**config.mk**
```make
export PLATFORM = sky130hd
export DESIGN_NAME = multi_timer
export DESIGN_NICKNAME = d
export VERILOG_FILES = /design/src/rtl/multi_timer_pkg.sv /design/src/rtl/multi_timer_prescaler.sv /design/src/rtl/multi_timer.sv
export SDC_FILE = /design/constraint.sdc
export NUM_CORES = 1
export LEC_CHECK = 0
export BUFFER_PORTS_ARGS = -buffer_cell sky130_fd_sc_hd__clkbuf_2
export CAP_MARGIN = 10
export CORE_MARGIN = 10
export CORE_UTILIZATION = 30
export DETAILED_ROUTE_END_ITERATION = 8
export GPL_ROUTABILITY_DRIVEN = 0
export MAX_ROUTING_LAYER = met4
export PLACE_DENSITY = 0.43
export SLEW_MARGIN = 30
export SYNTH_ARGS = -nofsm -noshare
export SYNTH_HDL_FRONTEND = slang
export SYNTH_SLANG_ARGS = --single-unit
```
**constraint.sdc**
```tcl
create_clock -name clk -period 5.2 [get_ports clk]
set_clock_uncertainty 0.05 [all_clocks]
set_input_delay 1.04 -clock clk [delete_from_list [all_inputs] [get_ports clk]]
set_output_delay 1.04 -clock clk [all_outputs]
set_load 0.005 [all_outputs]
```
**src/rtl/multi_timer_pkg.sv**
```systemverilog
// Shared definitions for the multi_timer channel array: register map,
// CTRL bit layout and the oscillator-1 prescale tap widths.
package multi_timer_pkg;

    // Byte offsets inside one 8-byte channel window
    localparam logic [2:0] OFS_CTRL   = 3'd0;
    localparam logic [2:0] OFS_STATUS = 3'd1;
    localparam logic [2:0] OFS_PRE_L  = 3'd2;
    localparam logic [2:0] OFS_PRE_H  = 3'd3;
    localparam logic [2:0] OFS_CMP_L  = 3'd4;
    localparam logic [2:0] OFS_CMP_H  = 3'd5;
    localparam logic [2:0] OFS_CNT_L  = 3'd6;
    localparam logic [2:0] OFS_CNT_H  = 3'd7;

    // CTRL bit positions
    localparam int unsigned CTRL_ENABLE       = 0;
    localparam int unsigned CTRL_RELOAD       = 1;
    localparam int unsigned CTRL_OSC_SEL      = 2;
    localparam int unsigned CTRL_ONE_SHOT     = 3;
    localparam int unsigned CTRL_CHAIN        = 4;
    localparam int unsigned CTRL_PRESCALE_LSB = 5;

    typedef struct packed {
        logic [2:0] prescale;
        logic       chain;
        logic       one_shot;
        logic       osc_sel;
        logic       reload;
        logic       enable;
    } tmr_ctrl_t;

    // Number of low oscillator-1 bits that must be all ones for prescale 0..7
    localparam int unsigned OSC1_WIDTH [8] = '{1, 3, 5, 6, 7, 8, 10, 12};

endpackage

```
**src/rtl/multi_timer_prescaler.sv**
```systemverilog
// Shared oscillator counters for the timer array. Produces one tick vector
// per oscillator, indexed by the channel prescale field.
module multi_timer_prescaler
    import multi_timer_pkg::*;
(
    input  logic       clk,
    input  logic       reset,
    input  logic       clk_ce,
    input  logic       rt_tick,
    output logic [7:0] tick_osc1,
    output logic [7:0] tick_osc2
);

    logic [11:0] osc1_q;
    logic [6:0]  osc2_q;

    // Free-running oscillator counters; both wrap silently
    always_ff @(posedge clk) begin
        if (reset) begin
            osc1_q <= '0;
            osc2_q <= '0;
        end else begin
            if (clk_ce) begin
                osc1_q <= osc1_q + 12'd1;
            end
            if (rt_tick) begin
                osc2_q <= osc2_q + 7'd1;
            end
        end
    end

    for (genvar p = 0; p < 8; p++) begin : g_tick
        localparam int unsigned K = OSC1_WIDTH[p];
        assign tick_osc1[p] = clk_ce & (&osc1_q[K-1:0]);
        if (p == 0) begin : g_p0
            assign tick_osc2[p] = rt_tick;
        end else begin : g_pn
            assign tick_osc2[p] = rt_tick & (&osc2_q[p-1:0]);
        end
    end

endmodule

```
**src/rtl/multi_timer.sv**
```systemverilog
// N-channel down-counting timer array on the CPU byte bus.
// Optional feature: define MULTI_TIMER_SNAPSHOT_EN to latch COUNT H when
// COUNT L is read, so a L-then-H read pair is coherent.
module multi_timer
    import multi_timer_pkg::*;
#(
    parameter int unsigned NUM_CH    = 3,
    parameter int unsigned CNT_W     = 16,
    parameter logic [23:0] BASE_ADDR = 24'h002030
) (
    input  logic              clk,
    input  logic              reset,
    input  logic              clk_ce,
    input  logic              clk_ce_cpu,
    input  logic              rt_tick,
    input  logic              bus_write,
    input  logic              bus_read,
    input  logic [23:0]       bus_address_in,
    input  logic [7:0]        bus_data_in,
    output logic [7:0]        bus_data_out,
    output logic [NUM_CH-1:0] irq_underflow,
    output logic [NUM_CH-1:0] irq_compare,
    output logic [NUM_CH-1:0] tout
);

    logic [7:0]        tick_osc1, tick_osc2;
    logic [23:0]       rel_addr;
    logic              in_range, wr_en;
    logic [2:0]        ch_sel, ofs;
    logic              unused_addr_hi;
    logic [NUM_CH-1:0] base_tick, chain_sel, active, cnt_zero, tick_ev, uf_ev;
    logic [7:0]        rdata [NUM_CH];

    multi_timer_prescaler u_prescaler (
        .clk       (clk),
        .reset     (reset),
        .clk_ce    (clk_ce),
        .rt_tick   (rt_tick),
        .tick_osc1 (tick_osc1),
        .tick_osc2 (tick_osc2)
    );

    assign rel_addr       = bus_address_in - BASE_ADDR;
    assign in_range       = (bus_address_in >= BASE_ADDR) && (rel_addr < 24'(8 * NUM_CH));
    assign ch_sel         = rel_addr[5:3];
    assign ofs            = rel_addr[2:0];
    assign wr_en          = clk_ce_cpu && bus_write && in_range;
    assign unused_addr_hi = ^rel_addr[23:6];

`ifdef MULTI_TIMER_SNAPSHOT_EN
    logic rd_en;
    assign rd_en = clk_ce_cpu && bus_read && in_range;
`else
    logic unused_bus_read;
    assign unused_bus_read = bus_read;
`endif

    // Resolve ticks in channel order so a chained underflow ripples within one cycle
    always_comb begin
        tick_ev    = '0;
        uf_ev      = '0;
        tick_ev[0] = base_tick[0] && active[0] && !chain_sel[0];
        uf_ev[0]   = tick_ev[0] && cnt_zero[0];
        for (int i = 1; i < NUM_CH; i++) begin
            tick_ev[i] = (chain_sel[i] ? uf_ev[i-1] : base_tick[i]) && active[i];
            uf_ev[i]   = tick_ev[i] && cnt_zero[i];
        end
    end

    // Read mux; misses return 0
    always_comb begin
        bus_data_out = 8'h00;
        for (int i = 0; i < NUM_CH; i++) begin
            if (in_range && (ch_sel == 3'(i))) begin
                bus_data_out = rdata[i];
            end
        end
    end

    for (genvar ch = 0; ch < NUM_CH; ch++) begin : g_ch
        tmr_ctrl_t        ctrl_q, ctrl_d, wr_ctrl;
        logic [1:0]       status_q, status_d, status_clr;
        logic [CNT_W-1:0] preset_q, preset_d, compare_q, compare_d, count_q, count_d;
        logic             irq_uf_q, irq_uf_d, irq_cmp_q, irq_cmp_d;
        logic [15:0]      pre16, cmp16, cnt16;
        logic             sel, ctrl_wr, reload, cmp_hit;
        logic [7:0]       cnt_h, rd_byte;

        assign sel     = wr_en && (ch_sel == 3'(ch));
        assign ctrl_wr = sel && (ofs == OFS_CTRL);
        assign reload  = ctrl_wr && wr_ctrl.reload;

        assign wr_ctrl.enable   = bus_data_in[CTRL_ENABLE];
        assign wr_ctrl.reload   = bus_data_in[CTRL_RELOAD];
        assign wr_ctrl.osc_sel  = bus_data_in[CTRL_OSC_SEL];
        assign wr_ctrl.one_shot = bus_data_in[CTRL_ONE_SHOT];
        assign wr_ctrl.chain    = bus_data_in[CTRL_CHAIN];
        assign wr_ctrl.prescale = bus_data_in[CTRL_PRESCALE_LSB +: 3];

        // 16-bit views; with CNT_W = 8 the H bytes read 0 and writes truncate away
        assign pre16 = 16'(preset_q);
        assign cmp16 = 16'(compare_q);
        assign cnt16 = 16'(count_q);

        assign chain_sel[ch] = (ch > 0) && ctrl_q.chain;
        assign base_tick[ch] = ctrl_q.osc_sel ? tick_osc2[ctrl_q.prescale]
                                              : tick_osc1[ctrl_q.prescale];
        // A CTRL write that disables or reloads the channel wins over this cycle's tick
        assign active[ch]    = ctrl_q.enable && !(ctrl_wr && (!wr_ctrl.enable || wr_ctrl.reload));
        assign cnt_zero[ch]  = (count_q == '0);
        assign cmp_hit       = tick_ev[ch] && (count_q == compare_q);
        assign status_clr    = (sel && (ofs == OFS_STATUS)) ? bus_data_in[1:0] : 2'b00;

        // Next state: CPU writes, reload strobe, then tick-driven count and flags
        always_comb begin
            ctrl_d    = ctrl_q;
            status_d  = (status_q & ~status_clr) | {cmp_hit, uf_ev[ch]};
            preset_d  = preset_q;
            compare_d = compare_q;
            count_d   = count_q;
            if (ctrl_wr) begin
                ctrl_d        = wr_ctrl;
                ctrl_d.reload = 1'b0;
            end else if (uf_ev[ch] && ctrl_q.one_shot) begin
                ctrl_d.enable = 1'b0;
            end
            if (sel) begin
                case (ofs)
                    OFS_PRE_L: preset_d  = CNT_W'({pre16[15:8], bus_data_in});
                    OFS_PRE_H: preset_d  = CNT_W'({bus_data_in, pre16[7:0]});
                    OFS_CMP_L: compare_d = CNT_W'({cmp16[15:8], bus_data_in});
                    OFS_CMP_H: compare_d = CNT_W'({bus_data_in, cmp16[7:0]});
                    default: ;
                endcase
            end
            if (reload || uf_ev[ch]) begin
                count_d = preset_q;
            end else if (tick_ev[ch]) begin
                count_d = count_q - CNT_W'(1);
            end
            // Pulses stretch until a CPU-enable cycle without a new event
            irq_uf_d  = uf_ev[ch] ? 1'b1 : (clk_ce_cpu ? 1'b0 : irq_uf_q);
            irq_cmp_d = cmp_hit   ? 1'b1 : (clk_ce_cpu ? 1'b0 : irq_cmp_q);
        end

        // Channel state registers
        always_ff @(posedge clk) begin
            if (reset) begin
                ctrl_q    <= '0;
                status_q  <= '0;
                preset_q  <= '0;
                compare_q <= '0;
                count_q   <= '0;
                irq_uf_q  <= 1'b0;
                irq_cmp_q <= 1'b0;
            end else begin
                ctrl_q    <= ctrl_d;
                status_q  <= status_d;
                preset_q  <= preset_d;
                compare_q <= compare_d;
                count_q   <= count_d;
                irq_uf_q  <= irq_uf_d;
                irq_cmp_q <= irq_cmp_d;
            end
        end

`ifdef MULTI_TIMER_SNAPSHOT_EN
        logic [7:0] snap_q;
        // Latch the high count byte whenever COUNT L is read
        always_ff @(posedge clk) begin
            if (reset) begin
                snap_q <= '0;
            end else if (rd_en && (ch_sel == 3'(ch)) && (ofs == OFS_CNT_L)) begin
                snap_q <= cnt16[15:8];
            end
        end
        assign cnt_h = snap_q;
`else
        assign cnt_h = cnt16[15:8];
`endif

        // Register readback for this channel
        always_comb begin
            rd_byte = 8'h00;
            case (ofs)
                OFS_CTRL:   rd_byte = ctrl_q;
                OFS_STATUS: rd_byte = {6'b000000, status_q};
                OFS_PRE_L:  rd_byte = pre16[7:0];
                OFS_PRE_H:  rd_byte = pre16[15:8];
                OFS_CMP_L:  rd_byte = cmp16[7:0];
                OFS_CMP_H:  rd_byte = cmp16[15:8];
                OFS_CNT_L:  rd_byte = cnt16[7:0];
                OFS_CNT_H:  rd_byte = cnt_h;
                default: ;
            endcase
        end

        assign rdata[ch]         = rd_byte;
        assign irq_underflow[ch] = irq_uf_q;
        assign irq_compare[ch]   = irq_cmp_q;
        assign tout[ch]          = ctrl_q.enable && (count_q >= compare_q);
    end

endmodule

```
# After elaboration in Yosys (flattened, before gate mapping)
# Cells that the tools add are included.
[totals] ff_bits=196 output_inout_bits=17 wordCells=231 inputBits=39
[classes] n_lt_le_gt_ge=8 bitwise_logic=28 eq_ne=12 addsub=6 n_mux=47 reduce_logical=89
[ops] cell="$pmux 8 s8" count=3
[ops] cell="$mux 16" count=6
[ops] cell="$pmux 16 s2" count=2
[ops] cell="$eq 16x16->1" count=3
[ops] cell="$ge 16x16->1" count=3
[ops] cell="$logic_not 16->1" count=3
[ops] cell="$sub 16x1->16 const B" count=3
[ops] cell="$reduce_and 3->1" count=14
[ops] cell="$logic_and 1x1->1" count=39
[ops] cell="$ge 24x14->1 const B" count=1
[ops] cell="$lt 24x5->1 const B" count=1
[ops] cell="$mux 1" count=24
[ops] cell="$mux 8" count=3
[ops] cell="$reduce_bool 2->1" count=12
[ops] cell="$sub 24x14->24 const B" count=1
[ops] cell="$bmux 1 s3" count=6
[ops] cell="$and 1x1->1" count=15
[ops] cell="$reduce_and 7->1" count=2
[ops] cell="$add 12x1->12 const B" count=1
[ops] cell="$eq 3x3->1 const B" count=4
[ops] cell="$lt 3x4->1 const B" count=3
[ops] cell="$reduce_and 12->1" count=1
[ops] cell="$reduce_and 6->1" count=2
[ops] cell="$reduce_and 10->1" count=1
[ops] cell="other kinds (15)" count=37

# Depth between registers and ports, before layout
# Gate-level depths: netlist of the first run.
[logic_depth] depth_word=20 depth_mapped=15 mapped_depth_nobuf=12

# Cells and area by module
# A second synthesis of the first run with hierarchy kept.
[unflattened] cells_unflattened=1642 area_unflattened_um2=13087.6
[by_module_without_submodules] mod="multi_timer" n_inst=1 seq_area_each_um2=3543.4 area_per_inst_um2=12081.6 cells_per_inst=1531
[by_module_without_submodules] mod="multi_timer_prescaler" n_inst=1 seq_area_each_um2=380.4 area_per_inst_um2=1006.0 cells_per_inst=111

# Least setup slack after synthesis of the first run
# OpenSTA, ideal clock, no wires.
[synth_path] kind="input-to-output" from="input port bus_address_in[4]" to="output port bus_data_out[0]" t_arrival_ns=3.079 path_buffers=3 setup_slack_ns=1.031 path_stages=11 t_required_ns=4.110 cell_sequence="buf_2 > clkbuf_1 > inv_1 > ha_1 > nor4_1 > nand4_1 > nor3_1 > nand4_1 > or2_1 > clkbuf_1 > nor2_1"
[synth_via] elab_chain_len=7 elab_cells_between_ends=13 classes_between="add/sub (1); order compare (2); eq/ne (2); mux (3); reduce/logical (5)"
[synth_lines] item="start, declared" line_no="multi_timer.sv:18" rtl="input logic [23:0] bus_address_in,"
[synth_lines] item="$sub 24x14->24" line_no="multi_timer.sv:43" rtl="assign rel_addr = bus_address_in - BASE_ADDR;"
[synth_lines] item="$lt 24x5->1" line_no="multi_timer.sv:44" rtl="assign in_range = (bus_address_in >= BASE_ADDR) && (rel_addr < 24'(8 * NUM_CH));"
[synth_lines] item="$logic_and 1x1->1" line_no="multi_timer.sv:44"
[synth_lines] item="$logic_and 1x1->1" line_no="multi_timer.sv:74" rtl="if (in_range && (ch_sel == 3'(i))) begin"
[synth_lines] item="$mux 8 (2 in a row)" line_no="multi_timer.sv:74"
[synth_lines] item="$mux 8 *" line_no="multi_timer.sv:74"
[synth_lines] item="end, declared" line_no="multi_timer.sv:20" rtl="output logic [7:0] bus_data_out,"
# Mark *: on every way between the ends. The rest lies on a longest branch, timed or not.

# Final worst setup path of the first run
[layout_path] from="input port bus_address_in[0]" to="output port bus_data_out[7]"
# Same word-level chain as after synthesis.

==> PnR_summary.wiki, run 1 <==
{| class="wikitable"
! Metric !! Value
|-
| Final antenna diode count || 0
|-
| Final Slew Violations || 0
|-
| Async set or reset register ratio after synthesis || 0%
|-
| Placed Instances || 2181
|-
| Maximum achievable frequency || 216 MHz
|-
| Number of buffers added to fix hold violations after cts || 0
|-
| Total core area || ~40000 um^2
|-
| Final core utilization || 34.0%
|-
| DP Wirelength || 36.6 mm
|-
| CP Data Required Time || 4.11 ns
|-
| Wl on met1 || 23.9 mm
|-
| Final-layout setup total negative slack || 0 ns
|-
| Post-Syn Area per Cell || 7.60 um^2
|-
| Tightest slew margin relative to the limit || 44.7%
|-
| Synthesized cell area || 12600 um^2
|-
| Actual transition at the worst max-transition pin || 0.826 ns
|-
| DRT iter0 DRCs || around 980
|-
| Gr ovfl total || 0
|-
| Area occupied by multi-input gates || 7910 um^2
|-
| Maximum VDD drop || 0.266 mV
|-
| Kind of end point of the critical path || output port
|-
| Most used standard cell by instance count after synthesis || nand2_1
|-
| Final nets || about 1800
|-
| Worst min-delay path category || reg -> reg
|-
| Total setup violations reported at the end of the flow || 0
|-
| Layout Cells excl Fill || 2213
|-
| Largest net degree at the start of global routing || between 70 and 80
|-
| Average wire length per cell after detail routing || 22.5 um
|-
| Dpl ws || roughly 0.6 ns
|-
| Detailed route wirelength on metal2 || 22.6 mm
|-
| Share of the clock period used by the worst path || between 80% and 90%
|-
| Power per standard cell area || approximately 230 nW/um^2
|-
| Sequential element share of the synthesized area || 31.2%
|-
| Number of buffers inserted during clock tree synthesis || 17
|-
| Via count of the first global-routing pass || 11600
|-
| Crit Path Max Fanout || 11
|-
| Horizontal die dimension || 225 um
|-
| Die Footprint || 50600 um^2
|-
| Share of layout cells above drive strength 1 || 10.8%
|-
| RSZ-0062 raised after global routing || false
|-
| Number of instances resized during post-cts repair || 0
|-
| Buffers inserted by post-CTS timing repair || 0
|-
| Number of distinct standard cells referenced by the synthesized netlist || 89
|-
| Boundary Pins || 56
|-
| Synth cell count leaders || 256 x nand2_1, 196 x dfxtp_1, 181 x a21oi_1
|-
| Count of synthesis-stage warnings from yosys || 0
|-
| Top Metal Used || met4
|-
| Latest clock arrival within the worst-skew pair || 0.48 ns
|-
| Setup slack after layout || roughly 0.56 ns
|-
| Nets in the synthesized netlist || 1755
|-
| Initial antenna violation count || 1
|-
| Fill cell count || ~4400
|-
| H-tree levels || 4
|-
| Initial Util || 30.6%
|-
| Drt drc || 0
|-
| Post-placement cell area || roughly 13000 um^2
|-
| Routed vias || 12200
|-
| Setup crit start kind || input port
|-
| Cell with the biggest individual delay on the critical path || nor2b_1
|-
| Cell chosen for the clock root || clkbuf_16
|-
| Clock tree from TritonCTS || built
|-
| Cell-by-cell trace of the critical path || clkbuf_2, nor2b_1, buf_4, a22oi_1, o21ai_0, buf_4, o21ai_0, o21ai_0, a21oi_1, nor2_1, clkbuf_2
|-
| Max-capacitance violation count || 0
|-
| Library cell appearing most often on the critical path || o21ai_0
|-
| Number of flops mapped to enable cells by yosys || 0
|-
| Number of standard cells after synthesis || 1657
|-
| Period minus WS final || 4.64 ns
|-
| Number of antenna-violating nets in the routed design || 0
|-
| Static Leakage || 4.97 nW
|-
| Area delta synth->final || 11.2%
|-
| Final-report hold violation count || 0
|-
| Data arrival time at the worst-slack endpoint || ~3.6 ns
|-
| Worst stage delay on the critical path || 0.51 ns
|-
| Final std cell area, no fill || 14000 um^2
|-
| Maximum clock insertion buffer count || 2
|-
| Count of input and output buffers || 54
|-
| Detailed-routing iteration count for the pre-antenna-repair pass || 5
|-
| Total routing usage reported by global routing || between 20 and 25%
|-
| Most area-consuming cells after synthesis || dfxtp_1 31%, nand2_1 7.6%, a21oi_1 7.2%
|-
| Most used flip-flop cell after synthesis || dfxtp_1
|-
| Most area-hungry cell type in the Yosys netlist || dfxtp_1
|-
| Post-DR vias/cell || 5.49
|-
| Met3 layer wire length in the routed design || 2.34 mm
|-
| Clock transition at the registers of the reported paths || approximately 0.080 ns
|-
| FF+latch area || roughly 3900 um^2
|-
| Portion of synthesized cell area occupied by the leading cell type || 31.2%
|-
| Seq cells post-synth || 196
|-
| # clock sinks || between 150 and 200
|-
| Die height || 225 um
|-
| Critical path class || in -> out
|-
| Wire length of the first global-routing pass || 75.4 mm
|-
| Result of the run || finished clean
|-
| Cell Rows || 74
|-
| Final WL || 49.8 mm
|}
## area by class of cell
| class | instances | share of cell area [%] |
|---|---|---|
| clock inverter | 14 | 1.23 |
| multi-input combinational | 1277 | 56.5 |
| inverter | 82 | 2.20 |
| clock buffer | 18 | 3.06 |
| tap | 532 | 4.75 |
| sequential | 196 | 28.0 |
| timing repair buffer | 94 | 4.21 |
## cells in the final DEF (no fill, tap or decap), types with 9 or more instances in the layout
cell	instances
o21a_1	12
inv_1	81
nor4_4	9
nor2_1	132
clkbuf_2	53
nand3_1	48
dfxtp_1	196
xnor2_1	11
nand2_1	256
o31ai_1	12
or3_1	14
a31oi_1	19
nor2b_1	15
mux2i_1	62
buf_4	39
a22oi_1	13
nand4_1	26
a211oi_1	12
nor4_1	19
a21oi_1	181
clkbuf_16	17
nor3_1	38
mux2_2	9
and3_1	10
a221oi_1	10
and2_1	21
nand2b_1	25
o21ai_0	103
ha_1	59
o211ai_1	10
## final timing paths
check                                                    from                        endpoint  slack (ns)  depth (start not counted)
worst max-delay path                        bus_address_in[0]                 bus_data_out[7]        0.56                         11
worst min-delay path            g_ch[0].cmp16[8]$_SDFFE_PP0P_   g_ch[0].cmp16[8]$_SDFFE_PP0P_        0.41                          2
worst max register to register  g_ch[0].cnt16[0]$_SDFFE_PP0P_  g_ch[2].status_q[1]$_SDFF_PP0_        0.96                         11
worst min register to register  g_ch[0].cmp16[8]$_SDFFE_PP0P_   g_ch[0].cmp16[8]$_SDFFE_PP0P_        0.41                          2
## critical path, delay by kind of cell
kind / cells / cell delay, ns
AND/OR/NAND/NOR: 2 / 0.73
buffers and inverters: 4 / 0.94
AO/OA/AOI/OAI: 5 / 0.82
## report_power, final
group | leakage (nW) | total [mW] | internal [mW] | switching, mW
combinational | 3.10 | 0.251 | 0.0643 | 0.187
sequential | 1.58 | 1.51 | 1.50 | 0.00467
clock | 0.286 | 1.42 | 0.726 | 0.694
total | 4.97 | 3.18 | 2.29 | 0.886
## cell families after synthesis
family | Yosys count | synth area share (%)
mux | 74 | 6.27
flops | 196 | 31.2
xor+xnor | 19 | 1.32
fa+ha+maj | 59 | 5.86
simple gates | 674 | 27.4
buf+inv | 184 | 6.05
compound gates | 451 | 21.9
## registers in the layout, indices dropped and copies added, names as in the netlist
register / flops
u_prescaler.osc1_q: 12
g_ch.status_q: 6
g_ch.ctrl_q: 19
g_ch.irq_uf_q: 3
g_ch.cmp16: 48
u_prescaler.osc2_q: 7
g_ch.irq_cmp_q: 3
chain_sel: 2
g_ch.cnt16: 48
g_ch.pre16: 48
## metal layers
layer	vias to the layer above	global-route usage (%)
met2	341	30.8
met1	5834	27.4
li1	5928	-
met5	-	-
met4	0	5.13
met3	55	3.31
## stage by stage
| step | hold WS, ns | power (mW) |
|---|---|---|
| global route | 0.417 | 3.28 |
| floorplan | 0.382 | 1.68 |
| finish | 0.406 | 3.18 |
| CTS | 0.406 | 3.20 |
| global placement | 0.391 | 1.79 |
| detailed placement | 0.395 | 1.79 |
(Power assumes the default switching activity.)
==> run 2: changes to the inputs <==
- CORE_UTILIZATION: 30 -> 40
- PLACE_DENSITY: 0.43 -> 0.54
==> run 2 against run 1 <==
Sequential cell count is the same. Largest power group unchanged. First-iteration DRC count rose by 42%. Sequential share of layout area increased by 0.41 points. Clock power up 5%. Final area shrank 1.4%. Combinational power decreased by 2%. Via count up 1.7%. Final cell count decreased by 6.5%. Hold slack about the same. Non-clock buffer count fell by 7. Core utilization increased by 11 points. Critical endpoint is now bus_data_out[4].
==> PnR_summary.wiki, run 2 (synthesized netlist as in run 1, its figures left out) <==
{| class="wikitable"
! Metric !! Value
|-
| Library cell appearing most often on the critical path || clkbuf_2 (was o21ai_0)
|-
| Via count of the first global-routing pass || 11500 (was 11600)
|-
| Average wire length per cell after detail routing || 22.2 um (was 22.5 um)
|-
| Share of the clock period used by the worst path || 87.9% (was 89.2%)
|-
| Horizontal die dimension || 197 um (was 225 um)
|-
| Period minus WS final || 4.57 ns (was 4.64 ns)
|-
| Leading cell types in the layout, fill and taps excluded || 256 x nand2_1, 196 x dfxtp_1, 181 x a21oi_1 (unchanged)
|-
| Drt drc || 0 (unchanged)
|-
| Critical path class || in -> out (unchanged)
|-
| Buffers inserted by post-CTS timing repair || 0 (unchanged)
|-
| Largest net degree at the start of global routing || 83 (was 72)
|-
| Cell with the biggest individual delay on the critical path || or4_1 (was nor2b_1)
|-
| Met3 track demand over resource in global routing || 4.24% (was 3.31%)
|-
| Cell-by-cell trace of the critical path || clkbuf_2, ha_1, or4_1, o21ai_1, xnor2_1, nand4_1, or2_1, nor2_1, clkbuf_2 (was clkbuf_2, nor2b_1, buf_4, a22oi_1, o21ai_0, buf_4, o21ai_0, o21ai_0, a21oi_1, nor2_1, clkbuf_2)
|-
| DP Wirelength || 33.3 mm (was 36.6 mm)
|-
| Share of layout cells above drive strength 1 || 10.3% (was 10.8%)
|-
| Actual transition at the worst max-transition pin || 0.917 ns (was 0.826 ns)
|-
| Final core utilization || 44.8% (was 34.0%)
|-
| Number of buffers added to fix hold violations after cts || 0 (unchanged)
|-
| Latest clock arrival within the worst-skew pair || 0.46 ns (was 0.48 ns)
|-
| Final WL || 45.9 mm (was 49.8 mm)
|-
| Met1 track demand over resource || 31.4% (was 27.4%)
|-
| Final-layout setup total negative slack || 0 ns (unchanged)
|-
| Boundary Pins || 56 (unchanged)
|-
| Total routing usage reported by global routing || 24.0% (was 20.2%)
|-
| Die height || 197 um (was 225 um)
|-
| Setup crit start kind || input port (unchanged)
|-
| Commonest non-fill, non-tap cell in the layout || nand2_1 (unchanged)
|-
| H-tree levels || 4 (unchanged)
|-
| Post-DR vias/cell || 5.97 (was 5.49)
|-
| Final-report hold violation count || 0 (unchanged)
|-
| Cell chosen for the clock root || clkbuf_16 (unchanged)
|-
| Clock transition at the registers of the reported paths || 0.08 ns (about the same)
|-
| Kind of end point of the critical path || output port (unchanged)
|-
| Wire length of the first global-routing pass || 70.1 mm (was 75.4 mm)
|-
| Count of input and output buffers || 54 (unchanged)
|-
| Static Leakage || 4.94 nW (was 4.97 nW)
|-
| Number of buffers inserted during clock tree synthesis || 17 (unchanged)
|-
| Crit Path Max Fanout || 19 (was 11)
|-
| Maximum achievable frequency || 219 MHz (was 216 MHz)
|-
| Clock tree from TritonCTS || built (unchanged)
|-
| Maximum clock insertion buffer count || 2 (unchanged)
|-
| Worst min-delay path category || reg -> reg (unchanged)
|-
| DRT iter0 DRCs || 1391 (was 983)
|-
| Routed vias || 12400 (was 12200)
|-
| RSZ-0062 raised after global routing || false (unchanged)
|-
| Area delta synth->final || 9.61% (was 11.2%)
|-
| Overall power consumption || 3.24 mW (was 3.18 mW)
|-
| Final antenna diode count || 0 (unchanged)
|-
| Met2 Use GR || 35.7% (was 30.8%)
|-
| Power per standard cell area || 235 nW/um^2 (was 227 nW/um^2)
|-
| Die Footprint || 39000 um^2 (was 50600 um^2)
|-
| Number of antenna-violating nets in the routed design || 0 (unchanged)
|-
| Hold slack || 0.405 ns (was 0.406 ns)
|-
| # clock sinks || 196 (unchanged)
|-
| Tightest slew margin relative to the limit || 38.9% (was 44.7%)
|-
| Total core area || 30800 um^2 (was 41200 um^2)
|-
| Number of instances resized during post-cts repair || 0 (unchanged)
|-
| Detailed-routing iteration count for the pre-antenna-repair pass || 5 (unchanged)
|-
| CP Data Required Time || 4.11 ns (about the same)
|-
| Gr ovfl total || 0 (unchanged)
|-
| Data arrival time at the worst-slack endpoint || 3.48 ns (was 3.55 ns)
|-
| Total setup violations reported at the end of the flow || 0 (unchanged)
|-
| GRT busiest layer || met2 (unchanged)
|-
| Result of the run || finished clean (unchanged)
|-
| Final Slew Violations || 0 (unchanged)
|-
| Final nets || 1759 (was 1766)
|-
| Initial antenna violation count || 0 (was 1)
|-
| Cell Rows || 64 (was 74)
|-
| Initial Util || 40.8% (was 30.6%)
|-
| Max-capacitance violation count || 0 (unchanged)
|-
| Worst stage delay on the critical path || 0.46 ns (was 0.51 ns)
|-
| Maximum VDD drop || 0.220 mV (was 0.266 mV)
|}
[run 2: cell types whose count changed in the layout (fill, tap and decap cells not counted), sizes merged]
| cell | before | now |
|---|---|---|
| clkinv | 4 | 2 |
| bufinv | 2 | 5 |
| inv | 87 | 84 |
| clkbuf | 71 | 72 |
| buf | 41 | 34 |
[run 2: stage by stage]
| step | instances | setup WS [ns] | area, um^2 |
|---|---|---|---|
| detailed placement | 2038 | 0.523 | 13200 |
| global route | 2069 | 0.459 | 13800 |
| CTS | 2069 | 0.686 | 13800 |
| floorplan | 1657 | 1.03 | 12600 |
| finish | 2069 | 0.632 | 13800 |
| global placement | 2038 | 0.549 | 13200 |
[run 2: cell type report]
cell class	instances	area (um^2)
tap	396	495
multi-input combinational	1277	7910
timing repair buffer	87	524
clock inverter	12	204
inverter	82	308
sequential	196	3920
clock buffer	19	433
fill	3105	17000
[run 2: critical path: cells and delay by family]
kind	cells	cell delay, ns
XOR/XNOR	1	0.20
AND/OR/NAND/NOR	4	1.31
buffers and inverters	2	0.42
AO/OA/AOI/OAI	1	0.17
adder cells (fa/ha/maj)	1	0.34
[run 2: final timing paths]
kind / start / endpoint / slack (ns) / cells after the start
worst max-delay path: bus_address_in[4] / bus_data_out[4] / 0.63 / 9
worst max register to register: g_ch[0].cnt16[0]$_SDFFE_PP0P_ / g_ch[2].cnt16[7]$_SDFFE_PP0P_ / 1.13 / 11
worst min register to register: g_ch[0].cmp16[10]$_SDFFE_PP0P_ / g_ch[0].cmp16[10]$_SDFFE_PP0P_ / 0.41 / 2
worst min-delay path: g_ch[0].cmp16[10]$_SDFFE_PP0P_ / g_ch[0].cmp16[10]$_SDFFE_PP0P_ / 0.41 / 2
[run 2: per-layer routing]
| metal | wire length, um | up-vias | share of wire (%) |
|---|---|---|---|
| li1 | - | 5927 | - |
| met1 | 20900 | 5897 | 46 |
| met2 | 20200 | 431 | 44 |
| met3 | 2890 | 104 | 6.3 |
| met4 | 1880 | 0 | 4.1 |
| met5 | 0 | - | 0 |
[run 2: where the power goes]
group	total [mW]	leakage [nW]	switching, mW	internal [mW]
sequential	1.51	1.58	0.00478	1.50
clock	1.49	0.300	0.634	0.854
combinational	0.245	3.06	0.183	0.0616
total	3.24	4.94	0.823	2.42
